### src/rtl/uart_pkg.sv
// ----------------------------------------------------------------------------
// uart_pkg
// Shared definitions for the UART transmit and receive paths.
//   tx_state_t   : transmitter FSM state encoding
//   DATA_SIZE_*  : the supported frame data widths
//   MIN_PERIOD   : shortest allowed bit period, in clocks
//   frame_cfg_t  : clamped frame configuration (bits per frame, clocks per bit)
//   clamp_cfg()  : maps raw size/period inputs onto a legal frame_cfg_t
// ----------------------------------------------------------------------------
package uart_pkg;

  typedef enum logic [1:0] {
    TX_IDLE,
    TX_START,
    TX_DATA,
    TX_STOP
  } tx_state_t;

  localparam logic [3:0]  DATA_SIZE_5 = 4'd5;
  localparam logic [3:0]  DATA_SIZE_7 = 4'd7;
  localparam logic [3:0]  DATA_SIZE_8 = 4'd8;
  localparam logic [13:0] MIN_PERIOD  = 14'd2;

  typedef struct packed {
    logic [3:0]  size;
    logic [13:0] period;
  } frame_cfg_t;

  // Unsupported sizes fall back to 8 bits; periods below MIN_PERIOD are raised
  // to it so the receiver always has a mid-bit sample point.
  function automatic frame_cfg_t clamp_cfg(input logic [3:0]  size,
                                           input logic [13:0] period);
    frame_cfg_t cfg;
    case (size)
      DATA_SIZE_5, DATA_SIZE_7, DATA_SIZE_8: cfg.size = size;
      default:                               cfg.size = DATA_SIZE_8;
    endcase
    cfg.period = (period < MIN_PERIOD) ? MIN_PERIOD : period;
    return cfg;
  endfunction

endpackage

### src/rtl/tx_bit_timer.sv
// ----------------------------------------------------------------------------
// tx_bit_timer
// Counts clocks within one serial bit and flags the last clock of the bit.
// Ports:
//   clk, rst  : clock and synchronous active-high reset
//   clear     : force the count back to zero (held while the line is idle)
//   enable    : advance the count this clock
//   period    : clocks per bit (already clamped to >= 2)
//   bit_end   : high on the final clock of the current bit (count == period-1)
// The counter wraps to zero by itself at bit_end, so each new bit or state
// entered on a bit boundary starts from a zero count.
// ----------------------------------------------------------------------------
module tx_bit_timer (
  input  logic        clk,
  input  logic        rst,
  input  logic        clear,
  input  logic        enable,
  input  logic [13:0] period,
  output logic        bit_end
);

  logic [13:0] count;

  assign bit_end = enable && (count == period - 14'd1);

  // NOTE: state registers use non-blocking (<=) assignments so every flop
  // samples the pre-edge values, independent of block evaluation order.
  always_ff @(posedge clk) begin
    if (rst || clear) begin
      count <= '0;
    end else if (enable) begin
      count <= bit_end ? '0 : count + 14'd1;
    end
  end

endmodule

### src/rtl/uart_tx_block.sv
// ----------------------------------------------------------------------------
// uart_tx_block
// Serial UART transmitter: start bit (0), data_size data bits LSB first,
// stop bit (1), each bit held for data_period clocks.
// Ports:
//   clk, rst     : clock and synchronous active-high reset
//   tx_data      : byte to send (only [data_size-1:0] goes on the line)
//   tx_valid     : tx_data valid; accepted when tx_valid && tx_ready
//   tx_ready     : block can take a byte this cycle
//   data_size    : bits per frame (5, 7 or 8; anything else means 8)
//   data_period  : clocks per bit (0 and 1 mean 2)
//   serial_out   : registered serial line, idle high
//   tx_busy      : a frame is on the line
//   tx_done      : one-clock pulse on the final clock of the stop bit
// Build option:
//   UART_TX_BUFFER_EN : adds a one-entry holding buffer so a second byte can be
//                       accepted mid-frame and sent with no idle gap.
// All outputs are registered from the FSM state, so the line, tx_busy and
// tx_done trail the state register by one clock and stay mutually aligned.
// ----------------------------------------------------------------------------
module uart_tx_block
  import uart_pkg::*;
(
  input  logic        clk,
  input  logic        rst,
  input  logic [7:0]  tx_data,
  input  logic        tx_valid,
  output logic        tx_ready,
  input  logic [3:0]  data_size,
  input  logic [13:0] data_period,
  output logic        serial_out,
  output logic        tx_busy,
  output logic        tx_done
);

  tx_state_t  state, next_state;
  frame_cfg_t cfg;            // configuration of the frame on the line
  logic [7:0] shift;          // remaining data bits, LSB is the current bit
  logic [3:0] bit_idx;        // data bit being sent
  logic       bit_end;
  logic       accept;
  logic       load;           // frame registers take a new byte this clock
  logic [7:0] load_data;
  frame_cfg_t load_cfg;
  logic       line_d;

  assign accept = tx_valid && tx_ready;

`ifdef UART_TX_BUFFER_EN
  logic       buf_full;
  logic [7:0] buf_data;
  frame_cfg_t buf_cfg;

  assign tx_ready  = !buf_full;
  // The buffer drains whenever the FSM is ready to begin a frame: from IDLE,
  // or straight out of the stop bit for back-to-back frames.
  assign load      = buf_full &&
                     ((state == TX_IDLE) || ((state == TX_STOP) && bit_end));
  assign load_data = buf_data;
  assign load_cfg  = buf_cfg;

  always_ff @(posedge clk) begin
    if (rst) begin
      buf_full <= 1'b0;
    end else if (load) begin
      buf_full <= 1'b0;
    end else if (accept) begin
      buf_full <= 1'b1;
    end
  end

  always_ff @(posedge clk) begin
    if (accept) begin
      buf_data <= tx_data;
      buf_cfg  <= clamp_cfg(data_size, data_period);
    end
  end
`else
  assign tx_ready  = (state == TX_IDLE);
  assign load      = accept;
  assign load_data = tx_data;
  assign load_cfg  = clamp_cfg(data_size, data_period);
`endif

  tx_bit_timer u_bit_timer (
    .clk     (clk),
    .rst     (rst),
    .clear   (state == TX_IDLE),
    .enable  (state != TX_IDLE),
    .period  (cfg.period),
    .bit_end (bit_end)
  );

  // NOTE: every signal driven here gets a default before the case statement,
  // so no path leaves it unassigned and no latch is inferred.
  always_comb begin
    next_state = state;
    line_d     = 1'b1;
    case (state)
      TX_IDLE: begin
        if (load) next_state = TX_START;
      end
      TX_START: begin
        line_d = 1'b0;
        if (bit_end) next_state = TX_DATA;
      end
      TX_DATA: begin
        line_d = shift[0];
        if (bit_end && (bit_idx == cfg.size - 4'd1)) next_state = TX_STOP;
      end
      TX_STOP: begin
        if (bit_end) next_state = load ? TX_START : TX_IDLE;
      end
      default: next_state = TX_IDLE;
    endcase
  end

  always_ff @(posedge clk) begin
    if (rst) begin
      state      <= TX_IDLE;
      serial_out <= 1'b1;
      tx_busy    <= 1'b0;
      tx_done    <= 1'b0;
      bit_idx    <= '0;
    end else begin
      state      <= next_state;
      serial_out <= line_d;
      tx_busy    <= (state != TX_IDLE);
      tx_done    <= (state == TX_STOP) && bit_end;
      if (state != TX_DATA) begin
        bit_idx <= '0;
      end else if (bit_end) begin
        bit_idx <= bit_idx + 4'd1;
      end
    end
  end

  // NOTE: the frame payload registers carry no reset; they are always loaded
  // before the FSM leaves IDLE, and only the control path needs a known state.
  always_ff @(posedge clk) begin
    if (load) begin
      shift <= load_data;
      cfg   <= load_cfg;
    end else if ((state == TX_DATA) && bit_end) begin
      shift <= shift >> 1;
    end
  end

endmodule

### config.mk
export PLATFORM = sky130hd
export DESIGN_NAME = uart_tx_block
export DESIGN_NICKNAME = d
export VERILOG_FILES = /design/src/rtl/uart_pkg.sv /design/src/rtl/tx_bit_timer.sv /design/src/rtl/uart_tx_block.sv
export SDC_FILE = /design/constraint.sdc
export NUM_CORES = 1
export LEC_CHECK = 0
export ABC_AREA = 1
export BUFFER_PORTS_ARGS = -buffer_cell sky130_fd_sc_hd__buf_2
export CAP_MARGIN = 20
export CELL_PAD_IN_SITES_DETAIL_PLACEMENT = 1
export CELL_PAD_IN_SITES_GLOBAL_PLACEMENT = 2
export CORE_MARGIN = 2
export CORE_UTILIZATION = 36
export CTS_CLUSTER_DIAMETER = 100
export DETAILED_ROUTE_END_ITERATION = 16
export PLACE_DENSITY_LB_ADDON = 0.1
export SETUP_SLACK_MARGIN = 0.1
export SLEW_MARGIN = 20
export SYNTH_ARGS = -nofsm -noshare
export SYNTH_HDL_FRONTEND = slang
export SYNTH_SLANG_ARGS = --single-unit
export TNS_END_PERCENT = 5
### constraint.sdc
create_clock -name clk -period 4.9 [get_ports clk]
set_input_delay 0.49 -clock clk [delete_from_list [all_inputs] [get_ports clk]]
set_output_delay 0.49 -clock clk [all_outputs]
set_load 0.05 [all_outputs]
==> run_results.csv, run 1 <==
group,metric,value,unit
run,max_cap_violations,0,
final_layout,drive_above_1_share,17.06,%
yosys,syn_area_per_cell,7.482,sq um
clocking,postCtsSetupBuffers,0,
clocking,clock_latency,310,ps
clocking,cts.repair.resized,0,
yosys,syn-num-nets,434,
yosys,syn_area,2970,sq um
critical_path,reg2reg_to,"shift[7]$_SDFFCE_PN0P_",
final_layout,antenna_cells,0,
sta,finalHoldViolCount,0,
drt,ant_nets,0,
sta,finalSetupViolCount,0,
die,die_w,94.84,um
yosys,synth_top_area_share,26.28,%
yosys,ys_seq_area_share,41.79,%
yosys,syn_inst,397,
placed_design,hpwl,5738,um
yosys,synth_common_cells,"95 x nand2_1, 63 x nor2_1, 48 x inv_1, 26 x edfxtp_1",
yosys,synth-edff-count,26,
critical_path,reg2reg_depth,10,
sta,holdWs,358.3,ps
critical_path,startpoint,"cfg[0]$_SDFFCE_PN0P_",
drt,vias,2453,
clocking,cts.reportedPaths.clkPinSlew,100,ps
drt,drt-initial-drc-count,54,
critical_path,crit_cells,10,
drt,wl_per_cell,13.23,um
sta,skew,9.906,ps
global_routing,grt_util_all_layers,16.96,%
die,fp.coreArea,8093,sq um
critical_path,worstSetupEndpoint,"shift[7]$_SDFFCE_PN0P_",
die,die-area,8994,sq um
worst_hold_path,hp-start,"data_period[7]",
yosys,synth_flop_cell,"edfxtp_1",
critical_path,crit_fanout,8,
final_layout,nets,458,
critical_path,crit_slowest_cell,"a21oi_1",
clocking,cts_tree,"built",
sta,worst_slew_pin_slew,847.2,ps
critical_path,worstSetupPathType,"reg -> reg",
final_layout,multi_input_area,1469,sq um
pwr,p_leak,1.396,nW
worst_hold_path,hp-class,"in -> reg",
sta,slew_headroom,43.17,%
critical_path,critPathMostFrequentCell,"nand2_1",
global_routing,grt_pass1_vias,2405,
critical_path,cp-start-kind,"register",
placed_design,port_buffers,32,
clocking,cts_made_buffers,5,
sta,slew_viol_final,0,
clocking,cts.sinks,49,
global_routing,grt_max_degree,26,
critical_path,cp_top_family,"simple AND/OR/NAND/NOR gates",
yosys,ys_async_sr_fraction,0,%
sta,finalSetupTns,0,ps
drt,drt_pre_antenna_iters,4,
drt,route.detailed.drc,0,
yosys,synth_cell_types,35,
critical_path,cp_num_buf_inv,1,
sta,period_needed,2721,ps
pwr,peakVddDrop,212.4,uV
drt,routed_wl,6970,um
critical_path,critPathMaxStageDelay,660,ps
yosys,synth_area_leaders,"edfxtp_1 26%, dfxtp_1 16%, nand2_1 12%",
drt,viasPerCell,4.655,
critical_path,cp_cell_sequence,"inv_1 -> ha_1 -> nand2_1 -> nor2_2 -> nand2_2 -> o21bai_2 -> nand2_1 -> nor2_4 -> nand4_4 -> a21oi_1",
sta,rsz0062_at_grt,"false",
final_layout,fillers,1053,
global_routing,overflow,0,
global_routing,antenna_found_initial,0,
critical_path,worst_ep_required_time,4850,ps
sta,finalCritPeriodShare,55.54,%
clocking,clockRootBuffer,"clkbuf_8",
run_status,status,"completed",
placed_design,gp_congestion,0.8596,
pwr,pwr_density_cell,409.9,nW/um^2
clocking,ctsHoldBuffers,0,
yosys,yosys_warnings,0,
yosys,ys_ff_latch,49,
final_layout,area_growth,11.33,%
sta,max_freq,367.5,MHz
die,rows,33,
clocking,cts_max_path_buffers,2,
die,die_h,94.84,um
die,initial_core_util,36.70,%
yosys,yosysTopAreaCell,"edfxtp_1",
critical_path,cp.arrival,2670,ps
final_layout,area.sequential,1241,sq um
die,boundaryPins,33,
global_routing,grt_pass1_wl,11700,um
critical_path,r2r_slack,2180,ps
critical_path,setup.worst_path.end_class,"register",
yosys,synth_most_common_cell,"nand2_1",
critical_path,r2r-start,"cfg[0]$_SDFFCE_PN0P_",
clocking,htree_levels,2,
cells in the final DEF, fill, tap and decap left out, drive strengths merged, types with 2 or more instances in the layout:
master and count:
xnor2 6, nor3 9, nand2 104, nor2 74
xor2 10, and3 2, a21oi 10, nand3b 3
nand4 5, clkinv 3, dfxtp 23, nor4 2
nand3 29, inv 50, edfxtp 26, or2 2
a31oi 2, buf 32, o21ai 10, ha 8
clkbuf 5
power breakdown:
| part | leakage [nW] | internal (mW) | switching, mW |
|---|---|---|---|
| logic | 0.912 | 0.141 | 0.326 |
| registers | 0.432 | 0.537 | 0.0591 |
| clock network | 0.0518 | 0.150 | 0.142 |
layout make-up:
class                   instances  share of cell area [%]
multi-input cells             281                   44.42
flip-flops and latches         49                   37.53
inverters                      52                   5.902
well taps                     105                   3.973
clock buffers                   5                   2.081
clock inverters                 3                   1.249
repair buffers                 32                   4.843
logic make-up (layout without fill, tap and decap cells):
group	after synthesis	count (layout)	share of synthesized area (%)
xor+xnor	16	16	4.718
simple gates	233	233	36.90
compound gates	24	24	4.465
buf+inv	67	92	8.762
flops	49	49	41.79
fa+ha+maj	8	8	3.370
sequential cells by signal, indices dropped and copies added (netlist names):
name	cells
cfg	18
u_bit_timer.count	14
shift	8
bit_idx	4
state	2
serial_out	1
tx_busy	1
tx_done	1
per-stage QoR:
stage / instances / total power, mW / cell area (sq um) / setup WS, ps / utilization [%]
after floorplan: 397 / 0.9551 / 2970 / 2570 / -
after global placement: 519 / 1.074 / 3197 / 2176 / 39.50
after detailed placement: 519 / 1.083 / 3197 / 2132 / 39.50
after CTS: 527 / 1.374 / 3307 / 2124 / 40.86
after global routing: 527 / 1.458 / 3307 / 1883 / 40.86
final: 527 / 1.356 / 3307 / 2179 / 40.86
worst min path at each step:
stage	end	depth (start not counted)
after global placement	serial_out$_SDFF_PP1_	2
final	cfg[7]$_SDFFCE_PN0P_	1
after detailed placement	serial_out$_SDFF_PP1_	2
after CTS	cfg[9]$_SDFFCE_PN0P_	1
after global routing	cfg[11]$_SDFFCE_PN0P_	1
after floorplan	serial_out$_SDFF_PP1_	2
worst register-to-register path, stage by stage, from the launching register on:
cell and delay (ps):
edfxtp_1 390, inv_1 120, ha_1 240, nand2_1 120, nor2_2 200, nand2_2 110
o21bai_2 110, nand2_1 110, nor2_4 160, nand4_4 140, a21oi_1 660
per-layer routing:
layer	routed length [um]	global-route usage, %	vias to the layer above
li1	-	-	1301
met1	3718	25.24	1118
met2	3031	25.41	29
met3	153	3.113	5
met4	67	3.986	0
met5	0	0	-
No activity file was read; power rests on OpenSTA's default activity.
==> run 2, diff against run 1 <==
- ABC_AREA: 1 -> 0
- CORE_UTILIZATION: 36 -> 37
- clock period: 4.9 -> 2.7 ns (I/O delays scaled with it)
==> run 2 against run 1 <==
Compared with the run above:
- the flow now finishes with violations (negative setup slack)
- die area fell by 12%
- total power rose by 90%
- synthesized cell count fell by 32%
- worst setup slack got worse by 2200 ps
- first-iteration DRC count did not move
- highest routed layer unchanged
- hold slack got worse by 210 ps
- critical path type unchanged
==> run_results.csv, run 2 <==
group,metric,value,unit
clocking,clock_latency,310,ps
drt,ant_nets,0,
pwr,power_frac_comb,41.9,%
critical_path,setup.worst_path.end_class,"register",
drt,vias,2114,
yosys,synth_flop_cell,"edfxtp_1",
die,boundaryPins,33,
critical_path,cp.arrival,2950,ps
drt,viasPerCell,5.082,
run,max_cap_violations,0,
sta,slew_viol_final,0,
sta,max_freq,368.5,MHz
yosys,syn_area_per_cell,9.958,sq um
placed_design,place_ws,-145.7,ps
pwr,internal_power,1.623,mW
sta,holdWs,148.6,ps
clocking,cts_made_buffers,5,
placed_design,gp_congestion,0.7656,
yosys,synthSimpleGateAreaFrac,20.77,%
yosys,synth_common_cells,"26 x edfxtp_1, 25 x nor2_1, 23 x dfxtp_1, 17 x xnor2_1, 16 x xor2_1",
yosys,synth_top_family_by_area,"simple AND/OR/NAND/NOR gates",
final_layout,reg_top3,"cfg (18), u_bit_timer.count (14), shift (8)",
critical_path,worstSetupPathType,"reg -> reg",
final_layout,fin_cells,416,
clocking,cts_tree,"built",
die,die-area,7909,sq um
die,initial_core_util,38.85,%
sta,finalHoldViolCount,0,
final_layout,final_common_cell,"buf_2",
sta,slew_headroom,52.32,%
sta,period_needed,2713,ps
clocking,clockRootBuffer,"clkbuf_8",
final_layout,area_growth,25.97,%
sta,setup_ws,-13.38,ps
yosys,ys_ff_latch,49,
die,die_h,88.93,um
sta,skew,5.244,ps
yosys,yosysTopAreaCell,"edfxtp_1",
yosys,yosys_warnings,0,
global_routing,grt_pass1_wl,10880,um
yosys,ys_seq_area_share,46.51,%
sta,rsz0062_at_grt,"true",
drt,route.detailed.drc,0,
placed_design,place_inst,406,
placed_design,port_buffers,32,
drt,wl_per_cell,15.45,um
yosys,ys_async_sr_fraction,0,%
final_layout,drive_above_1_share,32.50,%
sta,finalSetupViolCount,1,
final_layout,largest_reg_flops,18,
worst_hold_path,hp-class,"in -> reg",
pwr,switching_share,36.97,%
placed_design,hpwl,4981,um
yosys,synth-edff-count,26,
yosys,syn-num-nets,305,
final_layout,nets,356,
pwr,pwr-share-clk,16.6,%
yosys,synth_cell_types,49,
critical_path,cp-start-kind,"register",
global_routing,overflow,0,
final_layout,final_cell_mix,"32 x buf_2, 26 x edfxtp_1, 26 x buf_4",
global_routing,grt_max_degree,19,
global_routing,antenna_found_initial,0,
pwr,peakVddDrop,371.9,uV
clocking,cts.sinks,49,
clocking,htree_levels,2,
pwr,power,2.574,mW
run_status,violations,"negative setup slack",
yosys,synth_most_common_cell,"edfxtp_1",
die,rows,30,
pwr,p_leak,1.277,nW
drt,drt_pre_antenna_iters,4,
critical_path,worst_ep_required_time,2940,ps
run_status,status,"finished, violations left",
yosys,synth-compound-area-share,9.705,%
final_layout,top_register,"cfg",
yosys,syn_inst,268,
drt,drt-initial-drc-count,54,
yosys,synth_top_area_share,29.25,%
final_layout,antenna_cells,0,
critical_path,crit_fanout,7,
clocking,cts.reportedPaths.clkPinSlew,90,ps
sta,worst_slew_pin_slew,714.4,ps
sta,finalCritPeriodShare,100.5,%
yosys,synth_area_leaders,"edfxtp_1 29%, dfxtp_1 17%, xnor2_1 5.6%",
yosys,synth_mux_area_share,3.329,%
yosys,syn_area,2669,sq um
drt,routed_wl,6428,um
global_routing,grt_pass1_vias,2246,
pwr,seq_power_share,41.5,%
yosys,synthAdderAreaFrac,3.751,%
pwr,p_sw,951.8,uW
clocking,cts_max_path_buffers,2,
pwr,pwr_density_cell,765.8,nW/um^2
final_layout,fin_util,48.94,%
yosys,synth-xor-area-share,10.83,%
global_routing,grt_util_all_layers,18.09,%
die,die_w,88.93,um
die,fp.coreArea,6869,sq um
## run 2: worst max-delay path, stage by stage, from the launching register on
cell,delay [ps]
edfxtp_1,450
buf_6,160
o31a_1,310
o41ai_2,330
buf_4,160
nand3_1,100
or4_4,580
or4_1,420
a21oi_1,130
## run 2: layout make-up
cell class	count	area (sq um)
timing repair buffer	63	429.2
sequential	49	1241
clock buffer	8	80.08
inverter	13	48.80
tap	96	120.1
multi-input combinational	187	1443
fill	771	3507
## run 2: power by group through the flow
stage               clock, mW  combinational [mW]  sequential [mW]
CTS                     0.442                1.06             1.07
global placement            0               0.957             1.08
global route            0.466                1.18             1.09
detailed placement          0               0.972             1.08
floorplan                   0               0.582             1.11
finish                  0.428                1.08             1.07
## run 2: worst paths after layout
path / start / cells after the start / slack (ps) / end
worst max register to register: cfg[1]$_SDFFCE_PN1P_ / 8 / -10 / bit_idx[3]$_SDFFE_PP0N_
worst max-delay path: cfg[1]$_SDFFCE_PN1P_ / 8 / -10 / bit_idx[3]$_SDFFE_PP0N_
worst min-delay path: data_period[13] / 1 / 150 / cfg[13]$_SDFFCE_PN0P_
worst min register to register: shift[0]$_DFFE_PP_ / 2 / 470 / serial_out$_SDFF_PP1_
## run 2: timing repair
action | 4_1_cts | 5_1_grt
hold buffers | 0 | 0
setup buffers | 2 | 0
pin swaps | 9 | 2
endpoints found under the setup margin | 26 | 26
gates resized for setup | 17 | 10
## run 2: kinds of logic (layout without fill, tap and decap cells)
| group | after synthesis | count (layout) |
|---|---|---|
| XOR/XNOR | 33 | 33 |
| flip-flops | 49 | 49 |
| buffers and inverters | 32 | 84 |
| AO/OA/AOI/OAI | 35 | 35 |
| adder cells (fa/ha/maj) | 8 | 8 |
| multiplexers | 8 | 8 |
| AND/OR/NAND/NOR | 103 | 103 |
## run 2: metal layers
layer | share of wire, % | up-vias | track usage [%] | routed length [um]
li1 | - | 1053 | - | -
met1 | 47 | 1017 | 23.80 | 3052
met2 | 48 | 33 | 29.92 | 3080
met3 | 2.7 | 11 | 3.324 | 175
met4 | 1.9 | 0 | 6.513 | 119
met5 | 0 | - | 0 | 0
## run 2: through the flow
step	instance area, sq um	TNS, ps
CTS	3308	0
finish	3362	-13.38
global route	3362	-547.0
global placement	3120	-439.7
detailed placement	3120	-1399
floorplan	2694	-1847
==> run 3, diff against run 2 <==
- CELL_PAD_IN_SITES_DETAIL_PLACEMENT: 1 -> not set
- CELL_PAD_IN_SITES_GLOBAL_PLACEMENT: 2 -> not set
- CORE_UTILIZATION: 37 -> 50
- PLACE_DENSITY: not set -> 0.7
- PLACE_DENSITY_LB_ADDON: 0.1 -> not set
- SKIP_CTS_REPAIR_TIMING: not set -> 1
==> run 3 against run 2 <==
Compared with the run above:
- the run still ends with negative setup slack left
- wire length down 18%
- critical endpoint unchanged
- largest cell class unchanged
- final cell count down 6.7%
- register-to-register slack worse by 70 ps
- die area down 25%
==> run_results.csv, run 3 (synthesized netlist as in run 2, its figures left out) <==
group,metric,value,unit
critical_path,worstSetupPathType,"reg -> reg",
drt,route.detailed.drc,0,
pwr,peakVddDrop,382.8,uV
worst_hold_path,whs_path_depth,1,
worst_hold_path,holdPathEnd,"cfg[12]$_SDFFCE_PN0P_",
global_routing,grt_max_degree,19,
placed_design,hpwl,3800,um
critical_path,crit_fanout,5,
drt,wl_met3,310,um
critical_path,setup.worst_path.end_class,"register",
run_status,status,"finished, violations left",
sta,setup_ws,-86.22,ps
sta,rsz0062_at_grt,"true",
critical_path,cp_top_family,"simple AND/OR/NAND/NOR gates",
drt,viasPerCell,5.299,
sta,period_needed,2786,ps
global_routing,grt_pass1_vias,1869,
placed_design,port_buffers,32,
drt,drt-initial-drc-count,90,
drt,drt_pre_antenna_iters,4,
final_layout,nets,354,
global_routing,overflow,0,
worst_hold_path,hp-start,"data_period[12]",
critical_path,cp_num_buf_inv,0,
sta,slew_viol_final,0,
die,boundaryPins,33,
clocking,cts_max_path_buffers,2,
drt,ant_nets,0,
pwr,p_sw,934.3,uW
pwr,power_frac_comb,39.6,%
final_layout,final_cell_mix,"32 x buf_2, 26 x edfxtp_1, 25 x nor2_1, 25 x buf_4, 23 x dfxtp_1",
final_layout,area_growth,25.27,%
drt,routed_wl,5282,um
sta,worst_slew_pin_slew,554.0,ps
critical_path,crit_cells,7,
global_routing,grt_util_all_layers,17.75,%
pwr,pwr-share-clk,19.1,%
final_layout,largest_reg_flops,18,
pwr,internal_power,1.648,mW
die,fp.coreArea,5140,sq um
sta,slew_headroom,63.07,%
critical_path,reg2reg_depth,7,
pwr,pwr_density_cell,772.3,nW/um^2
sta,finalSetupTns,-182.2,ps
placed_design,place_inst,377,
clocking,cts_tree,"built",
placed_design,gp_congestion,0.8312,
final_layout,fin_cells,388,
clocking,clockRootBuffer,"clkbuf_8",
critical_path,critPathMostFrequentCell,"or4_4",
clocking,cts_made_buffers,5,
critical_path,r2r_slack,-90,ps
global_routing,grt_pass1_wl,8452,um
final_layout,reg_top3,"cfg (18), u_bit_timer.count (14), shift (8)",
final_layout,top_register,"cfg",
sta,finalHoldViolCount,0,
critical_path,reg2reg_to,"bit_idx[3]$_SDFFE_PP0N_",
drt,m1WireLength,2507,um
sta,max_freq,358.9,MHz
critical_path,cp_cell_sequence,"or4_4 -> or4_4 -> a21oi_2 -> a211oi_2 -> or4_4 -> or4_1 -> a21oi_1",
critical_path,critPathMaxStageDelay,570,ps
global_routing,antenna_found_initial,0,
pwr,switching_share,36.19,%
drt,routed.top_layer,"met4",
sta,finalSetupViolCount,3,
die,die_h,77.06,um
final_layout,fillers,420,
final_layout,antenna_cells,0,
pwr,power,2.582,mW
sta,skew,7.567,ps
pwr,p_leak,1.278,nW
critical_path,cp.arrival,3020,ps
die,die-area,5938,sq um
final_layout,drive_above_1_share,33.65,%
sta,finalCritPeriodShare,103.2,%
die,die_w,77.06,um
clocking,htree_levels,2,
pwr,seq_power_share,41.3,%
drt,vias,2056,
clocking,cts.sinks,49,
clocking,cts.reportedPaths.clkPinSlew,90,ps
clocking,clock_latency,310,ps
critical_path,crit_slowest_cell,"or4_4",
drt,route.met2.wl,2392,um
worst_hold_path,hp-class,"in -> reg",
critical_path,cp-start-kind,"register",
critical_path,worst_ep_required_time,2940,ps
drt,wl_per_cell,13.61,um
final_layout,fin_util,65.04,%
final_layout,final_common_cell,"buf_2",
run_status,violations,"negative setup slack",
run,max_cap_violations,0,
die,initial_core_util,51.92,%
critical_path,r2r-start,"cfg[6]$_SDFFCE_PN0P_",
die,rows,26,
run 3: worst max path at each step:
stage | startpoint | endpoint
after global routing | cfg[0]$_SDFFCE_PN0P_ | bit_idx[3]$_SDFFE_PP0N_
after global placement | cfg[0]$_SDFFCE_PN0P_ | bit_idx[3]$_SDFFE_PP0N_
final | cfg[6]$_SDFFCE_PN0P_ | bit_idx[3]$_SDFFE_PP0N_
after detailed placement | cfg[0]$_SDFFCE_PN0P_ | state[1]$_SDFFE_PP0P_
after CTS | cfg[0]$_SDFFCE_PN0P_ | state[1]$_SDFFE_PP0P_
after floorplan | cfg[4]$_SDFFCE_PN0P_ | bit_idx[3]$_SDFFE_PP0N_
run 3: metrics by stage:
stage	worst slack, ps	instance area (sq um)	hold slack (ps)
after global routing	-221.2	3343	139.7
after floorplan	-138.5	2694	342.8
after detailed placement	-149.0	3065	462.4
final	-86.22	3343	148.6
after CTS	-166.5	3176	142.5
after global placement	-58.32	3065	455.9
run 3: cell type report:
class / instances / area, sq um / area share [%]
multi-input cells: 187 / 1445 / 43.23
repair buffers: 61 / 410.4 / 12.28
flip-flops and latches: 49 / 1241 / 37.13
well taps: 70 / 87.58 / 2.620
clock inverters: 2 / 16.27 / 0.4865
clock buffers: 6 / 93.84 / 2.807
inverters: 13 / 48.80 / 1.460
run 3: worst register-to-register path: cells and delay by family (launching register included):
kind / cells / cell delay [ps]
AO/OA/AOI/OAI: 3 / 370
flip-flops: 1 / 400
AND/OR/NAND/NOR: 4 / 1950
run 3: power by group through the flow:
stage               sequential (mW)  clock [mW]  combinational [mW]
floorplan                      1.11           0               0.582
global placement               1.07           0               0.885
detailed placement             1.08           0               0.900
CTS                            1.06       0.497               0.908
global route                   1.08       0.533                1.11
finish                         1.07       0.493                1.02
run 3: per-layer routing:
metal	global-route usage, %	up-vias
met5	0	-
met4	4.286	0
met3	4.353	9
met2	27.63	57
met1	25.02	938
li1	-	1052
